`config.mk`:
```
export PLATFORM = sky130hd
export DESIGN_NAME = decoder3to8_pulse
export DESIGN_NICKNAME = d
export VERILOG_FILES = /design/src/rtl/decoder3to8_pulse.sv
export SDC_FILE = /design/constraint.sdc
export NUM_CORES = 1
export LEC_CHECK = 0
export CAP_MARGIN = 20
export CORE_MARGIN = 1.5
export CORE_UTILIZATION = 35
export DETAILED_ROUTE_END_ITERATION = 16
export GPL_ROUTABILITY_DRIVEN = 0
export GPL_TIMING_DRIVEN = 0
export PLACE_DENSITY = 0.66
export SYNTH_ARGS = -nofsm -noshare
export SYNTH_HDL_FRONTEND = slang
export SYNTH_SLANG_ARGS = --single-unit
```
`constraint.sdc`:
```
create_clock -name clk -period 2.8 [get_ports clk]
set_input_delay 0.42 -clock clk [delete_from_list [all_inputs] [get_ports clk]]
set_output_delay 0.42 -clock clk [all_outputs]
set_load 0.01 [all_outputs]
```
`src/rtl/decoder3to8_pulse.sv`:
```
// decoder3to8_pulse: takes 3-bit codes over a valid/ready handshake and
// turns each one into a one-hot 8-bit strobe. The strobe lasts PULSE_LEN
// cycles and is followed by GAP_LEN idle cycles. A one-entry hold register
// lets the next code wait while the current strobe is still running.

module decoder3to8_pulse #(
   parameter int PULSE_LEN = 4,
   parameter int GAP_LEN   = 1
) (
   input  logic       clk,
   input  logic       rst,
   input  logic [2:0] code_in,
   input  logic       valid_in,
   output logic       ready_out,
   output logic [7:0] Y_out,
   output logic       busy,
   output logic       done
);

   // The counter is only 4 bits wide, so reject any length it cannot hold.
   if (PULSE_LEN < 1 || PULSE_LEN > 15) begin : g_bad_pulse_len
      $error("decoder3to8_pulse: PULSE_LEN must be in 1..15");
   end
   if (GAP_LEN < 0 || GAP_LEN > 15) begin : g_bad_gap_len
      $error("decoder3to8_pulse: GAP_LEN must be in 0..15");
   end

   localparam logic [3:0] PULSE_LOAD = 4'(PULSE_LEN - 1);
   localparam logic [3:0] GAP_LOAD   = (GAP_LEN > 0) ? 4'(GAP_LEN - 1) : 4'd0;

   typedef enum logic [1:0] {
      IDLE  = 2'd0,
      PULSE = 2'd1,
      GAP   = 2'd2
   } state_t;

   state_t     state_reg, state_next;
   logic [3:0] count_reg, count_next;
   logic [2:0] active_reg, active_next;
   logic [2:0] hold_reg;
   logic       hold_valid_reg;
   logic [7:0] y_reg, y_next;
   logic       done_reg, done_next;
   logic       accept;
   logic       pop;

   // A code can only be taken when the hold register is empty. Accept and
   // pop can never happen together: one needs hold empty, the other needs it full.
   assign accept = valid_in & ~hold_valid_reg;

   // The hold register is the one-deep queue between the handshake and the FSM.
   always_ff @(posedge clk) begin
      if (rst) begin
         hold_valid_reg <= 1'b0;
         hold_reg       <= 3'd0;
      end else if (accept) begin
         hold_valid_reg <= 1'b1;
         hold_reg       <= code_in;
      end else if (pop) begin
         hold_valid_reg <= 1'b0;
      end
   end

   // Next-state logic. Every path into PULSE pops the hold register, so the
   // queued code becomes the active code on the same edge.
   always_comb begin
      state_next  = state_reg;
      count_next  = count_reg;
      active_next = active_reg;
      pop         = 1'b0;
      case (state_reg)
         IDLE: begin
            if (hold_valid_reg) begin
               state_next  = PULSE;
               active_next = hold_reg;
               count_next  = PULSE_LOAD;
               pop         = 1'b1;
            end
         end
         PULSE: begin
            if (count_reg != 4'd0) begin
               count_next = count_reg - 4'd1;
            end else if (GAP_LEN > 0) begin
               state_next = GAP;
               count_next = GAP_LOAD;
            end else if (hold_valid_reg) begin
               // No gap is configured, so the next strobe follows with no zero cycle.
               state_next  = PULSE;
               active_next = hold_reg;
               count_next  = PULSE_LOAD;
               pop         = 1'b1;
            end else begin
               state_next = IDLE;
            end
         end
         GAP: begin
            if (count_reg != 4'd0) begin
               count_next = count_reg - 4'd1;
            end else if (hold_valid_reg) begin
               state_next  = PULSE;
               active_next = hold_reg;
               count_next  = PULSE_LOAD;
               pop         = 1'b1;
            end else begin
               state_next = IDLE;
            end
         end
         default: begin
            state_next = IDLE;
            count_next = 4'd0;
         end
      endcase
   end

   // Decode the next strobe one bit at a time. Only one bit can match
   // active_next, so the output is one-hot by construction.
   for (genvar gi = 0; gi < 8; gi++) begin : g_onehot
      assign y_next[gi] = (state_next == PULSE) && (active_next == 3'(gi));
   end

   assign done_next = (state_next == PULSE) && (count_next == 4'd0);

   // State and counter registers. Reset aborts a running strobe at once.
   always_ff @(posedge clk) begin
      if (rst) begin
         state_reg  <= IDLE;
         count_reg  <= 4'd0;
         active_reg <= 3'd0;
      end else begin
         state_reg  <= state_next;
         count_reg  <= count_next;
         active_reg <= active_next;
      end
   end

   // Register the strobe and done outputs so downstream enables get no glitches.
   always_ff @(posedge clk) begin
      if (rst) begin
         y_reg    <= 8'h00;
         done_reg <= 1'b0;
      end else begin
         y_reg    <= y_next;
         done_reg <= done_next;
      end
   end

   assign Y_out     = y_reg;
   assign done      = done_reg;
   assign ready_out = ~hold_valid_reg;
   assign busy      = (state_reg != IDLE) | hold_valid_reg;

endmodule

```
==> results of run 1 <==
## through the flow
stage | setup WS (ps) | hold WS (ps) | std cells | area [µm²]
after floorplan | 801.6 | 460.4 | 102 | 994.7
after global placement | 663.4 | 482.8 | 149 | 1194
after detailed placement | 626.4 | 505.1 | 149 | 1194
after CTS | 584.7 | 534.2 | 153 | 1246
after global routing | 431.4 | 559.1 | 153 | 1246
final | 594.6 | 522.8 | 153 | 1246
## final cells by class
| cell class | instances | share of cell area [%] |
|---|---|---|
| Clock buffer | 3 | 1.807 |
| Sequential cell | 22 | 35.34 |
| Buffer | 5 | 3.112 |
| Inverter | 8 | 2.510 |
| Timing Repair Buffer | 16 | 12.85 |
| Tap cell | 31 | 3.112 |
| Clock inverter | 1 | 2.410 |
| Multi-Input combinational cell | 67 | 38.86 |
## cell usage in the layout (no fill, tap or decap), types with 2 or more instances in the layout
master	n
dfxtp_1	22
clkdlybuf4s50_1	16
nor2_1	10
inv_1	7
nor3_1	7
mux2i_1	6
nor4_1	5
nand2_1	3
nor2b_1	3
a21oi_1	3
clkbuf_4	3
buf_6	2
nand3_1	2
nor3b_1	2
mux2_2	2
ha_1	2
## kinds of logic (layout without fill, tap and decap cells)
logic type | Yosys count | count (layout) | share of synthesized area [%]
AO/OA/AOI/OAI | 14 | 14 | 12.45
XOR/XNOR | 1 | 1 | 0.8807
adder cells (fa/ha/maj) | 2 | 2 | 2.515
buffers and inverters | 13 | 33 | 7.043
flip-flops | 22 | 22 | 44.28
multiplexers | 8 | 8 | 8.302
AND/OR/NAND/NOR | 42 | 42 | 24.53
## layer usage
layer  GRT usage [%]  part of all wire [%]
met2           20.67                    48
met3           4.608                   5.1
met1           15.57                    46
met5               0                     0
met4           4.762                   1.1
## cells in the mapped netlist (all sizes together)
master and n:
nor4 6, ha 2, xor2 1, nand2 3, a2111o 1, or3b 1
o21ba 1, mux2i 6, o211ai 2, nand4 1, clkbuf 1, nand3b 1
a32oi 1, a211oi 1, inv 7, a21oi 4, nor3 7, clkinv 1
o31a 1, o31ai 1, or3 1, o21a 1, nor2b 3, mux2 2
buf 4, nand3 3, nand4b 1, or2 1, a211o 1, nor2 10
and4bb 1, dfxtp 22, nor3b 2, nand2b 1
## worst min-delay path, stage by stage (launching register included)
cell and delay [ps]:
dfxtp_1 350, mux2i_1 70, nor2_1 70
## worst paths after layout
check | startpoint | to | slack, ps | cells after the start
max | count_reg[0] | Y_out[4] | 590 | 7
max reg2reg | count_reg[0] | Y_out[4] | 590 | 7
min reg2reg | hold_reg[2] | hold_reg[2] | 520 | 2
min | hold_reg[2] | hold_reg[2] | 520 | 2
## report_power, final
part | leakage [nW] | total (mW) | internal [mW] | switching [mW]
Sequential | 0.179 | 0.363 | 0.340 | 0.0234
Combinational | 0.259 | 0.284 | 0.132 | 0.152
Clock | 0.0279 | 0.240 | 0.145 | 0.0955
Total | 0.466 | 0.888 | 0.617 | 0.271
==> run metrics, run 1 <==
Top delay family on crit path simple AND/OR/NAND/NOR gates; max reg flops 8; DIE AREA 3171 µm²; clock sinks 22; CP Data Required Time 3020 ps; area fraction of the dominant cell type after synthesis 44.28%; register area share after synthesis 44.28%; critical path cell sequence inv_1 -> ha_1 -> or3b_1 -> buf_6 -> a21oi_4 -> mux2_2 -> nor4_1; CP peak stage delay 400 ps; post-synth top area cell dfxtp_1; nets 131; setup violators final 0; DRC 0; Final min period 2205 ps; unrepaired setup endpoints after global routing false; worst min-delay path category reg2reg; largest cells by area after synthesis dfxtp_1 44%, mux2i_1 6.0%, nor2_1 3.8%; Slew HR 69.08%; IO Port Bufs 16; DRT Pass-1 Iters 4; Initial Util 36.38%; die width 56.31 µm; Worst Skew 5.306 ps; multi-input logic area 484.2 µm²; Storage cell area 440.4 µm²; antenna diode count 0; hold buffers post-CTS 0; CTS tree built; synthesized flop and latch total 22; syn_nets 110; fillers 262; Die H 56.31 µm; drt wl/cell 12.33 µm; Core Footprint 2734 µm²; antenna-violating nets left 0; final setup TNS 0 ps; status finished, final reports clean; Mapped Cells 102; synthesized area per cell 9.752 µm²; Worst VDD drop 0.5485 mV; Clock Latency Late Sink 310 ps; share of cells above drive strength 1 16.39%; IO Pins 17; via count 793; fmax 0.4534 GHz; Max Buffers Root-to-Sink 2; largest net degree at the start of global routing 14; Max Cap Viol 0; clock root cell clkbuf_4; All-Layer GR Usage 12.78%; total gr overflow 0; first-pass GRT wire length 3.167 mm; Rows 19; dpl hpwl 1.433 mm; initial antenna violation count 0; vias in the first global route 725; pwr/cell area 712.4 nW/µm²; Yosys warnings 0; critical path endpoint category flop; 1st-iter DRT viols 18; Slew Viols, Final 0; vias per std cell 5.183; Leak 0.4663 nW; Critical Path AT 2420 ps; cts bufs inserted 3; synth unique cells 40; crit share post-route 78.76%; synthesized cell area 994.7 µm²; CTS clock-pin slew for the worst setup and hold paths 120 ps; final core utilization 45.58%; final WL 1.886 mm; Critical path buffers and inverters 2; setup bufs post-CTS 0; CP max FO 9; crit path kind reg2reg; Worst Max-Slew Pin Slew 463.8 ps; Post-CTS Resized 0; area grow syn2layout 25.28%; startpoint types flop; Final Hold Viols 0; Slowest-stage cell, CP mux2_2; htree depth 1; Power, Total 887.7 µW
(Power assumes the default switching activity.)
==> run 2, diff against run 1 <==
--- a/config.mk
+++ b/config.mk
@@ -11,7 +11,7 @@
 export DETAILED_ROUTE_END_ITERATION = 16
 export GPL_ROUTABILITY_DRIVEN = 0
 export GPL_TIMING_DRIVEN = 0
-export PLACE_DENSITY = 0.66
+export PLACE_DENSITY = 0.68
 export SYNTH_ARGS = -nofsm -noshare
 export SYNTH_HDL_FRONTEND = slang
 export SYNTH_SLANG_ARGS = --single-unit
==> constraint.sdc (replaced) <==
create_clock -name clk -period 2 [get_ports clk]
set_input_delay 0.3 -clock clk [delete_from_list [all_inputs] [get_ports clk]]
set_output_delay 0.3 -clock clk [all_outputs]
set_load 0.01 [all_outputs]
==> run metrics, run 2 (synthesized netlist as in run 1, its figures left out) <==
Initial Util 36.38%; Top delay family on crit path simple AND/OR/NAND/NOR gates; IO Pins 17; Max Cap Viol 0; IO Port Bufs 16; CP startpoint count_reg[0]; Critical path buffers and inverters 2; CP Data Required Time 2240 ps; via count 847; die width 56.31 µm; design area 1425 µm²; dpl hpwl 1.418 mm; CP Capture Point Y_out[4]; crit share post-route 96.87%; clock sinks 22; DRT Pass-1 Iters 4; most frequent cells in the layout 20 x dfxtp_1, 16 x clkdlybuf4s50_1, 10 x nor2_1, 6 x buf_4; Die H 56.31 µm; CTS tree built; final core utilization 52.13%; worst r2r path cells 6; Slowest-stage cell, CP a2111o_1; status finished, final reports clean; worst r2r dst Y_out[4]; commonest non-fill, non-tap cell in the layout dfxtp_1; DIE AREA 3171 µm²; first-pass GRT wire length 3.401 mm; largest net degree at the start of global routing 14; 1st-iter DRT viols 13; htree depth 1; vias in the first global route 774; nets 137; initial antenna violation count 0; total gr overflow 0; Core Footprint 2734 µm²; antenna diode count 0; unrepaired setup endpoints after global routing true; final WL 2.178 mm; critical path cell sequence inv_4 -> ha_4 -> or3b_4 -> a2111o_1 -> buf_6 -> nor4_4; Max Buffers Root-to-Sink 2; All-Layer GR Usage 13.62%; WHS 523.6 ps; fmax 0.5162 GHz; cts bufs inserted 3; DP Area 1194 µm²; max reg flops 8; Final Hold Viols 0; DRC 0; Rows 19; Slew HR 67.36%; hold buffers post-CTS 0; drt wl/cell 13.70 µm; setup violators final 0; Slew Viols, Final 0; critical path endpoint category flop; fillers 250; crit path kind reg2reg; final setup TNS 0 ps; CP peak stage delay 470 ps; area grow syn2layout 43.27%; Worst VDD drop 0.8735 mV; worst flop-to-flop path startpoint count_reg[0]; pwr/cell area 955.0 nW/µm²; Worst Max-Slew Pin Slew 489.5 ps; vias per std cell 5.327; FF-to-FF setup slack 60 ps; Critical Path AT 2170 ps; Leak 0.5112 nW; worst min-delay path category reg2reg; startpoint types flop; Clock Latency Late Sink 310 ps; Crit path depth 6; CP max FO 4; Final min period 1937 ps; clock root cell clkbuf_4; antenna-violating nets left 0; CTS clock-pin slew for the worst setup and hold paths 130 ps; Worst Skew 5.197 ps; share of cells above drive strength 1 32.03%
run 2: cell count changes in the layout (fill, tap and decap cells not counted), sizes merged:
cell	previous run	this run
buf	4	10
run 2: area by class of cell:
type | instances | area (µm²) | share of cell area [%]
Buffer | 4 | 27.53 | 1.932
Clock buffer | 3 | 22.52 | 1.580
Clock inverter | 1 | 30.03 | 2.107
Inverter | 8 | 33.78 | 2.370
Multi-Input combinational cell | 67 | 600.6 | 42.14
Sequential cell | 22 | 442.9 | 31.08
Tap cell | 31 | 38.79 | 2.722
Timing Repair Buffer | 23 | 229.0 | 16.07
run 2: per-stage QoR:
step	setup slack (ps)	instances	power (mW)
global placement	-135.2	149	0.9018
detailed placement	-145.3	149	0.9157
global route	-15.22	159	1.435
floorplan	1.564	102	0.8106
CTS	5.554	157	1.317
finish	62.61	159	1.361
run 2: report_power, final:
part           total [mW]  switching (mW)  internal, mW  leakage, nW
combinational       0.504           0.261         0.243        0.303
sequential          0.511          0.0329         0.479        0.180
clock               0.346           0.143         0.203       0.0279
total                1.36           0.437         0.924        0.511
run 2: tightest hold or removal path: stages (launching register included):
cell and delay (ps):
dfxtp_1 350, mux2i_1 70, nor2_1 80
run 2: worst min-delay path by stage:
| stage | from | end | cells past startpoint |
|---|---|---|---|
| after detailed placement | hold_reg[2] | hold_reg[2] | 2 |
| after floorplan | rst | count_reg[0] | 1 |
| after global routing | hold_reg[2] | hold_reg[2] | 2 |
| after global placement | hold_reg[2] | hold_reg[2] | 2 |
| after CTS | hold_reg[2] | hold_reg[2] | 2 |
| final | hold_reg[2] | hold_reg[2] | 2 |
run 2: what timing repair did:
action,in CTS,in global routing
setup buffers,4,3
gates resized for setup,8,18
endpoints found under the setup margin,12,11
pin swaps,2,3
run 2: layer usage:
layer | share of wire, % | routed length [µm] | track usage (%)
met1 | 45 | 979 | 16.33
met2 | 51 | 1105 | 24.20
met3 | 3.5 | 77 | 5.069
met4 | 0.64 | 14 | 1.020
met5 | 0 | 0 | 0
==> run 3, diff against run 2 <==
--- a/config.mk
+++ b/config.mk
@@ -8,10 +8,12 @@
 export CAP_MARGIN = 20
 export CORE_MARGIN = 1.5
 export CORE_UTILIZATION = 35
+export CTS_CLUSTER_DIAMETER = 40
 export DETAILED_ROUTE_END_ITERATION = 16
 export GPL_ROUTABILITY_DRIVEN = 0
 export GPL_TIMING_DRIVEN = 0
 export PLACE_DENSITY = 0.68
+export SLEW_MARGIN = 10
 export SYNTH_ARGS = -nofsm -noshare
 export SYNTH_HDL_FRONTEND = slang
 export SYNTH_SLANG_ARGS = --single-unit
==> results of run 3 <==
Final layout, timing and power as in run 2 (identical DEF).
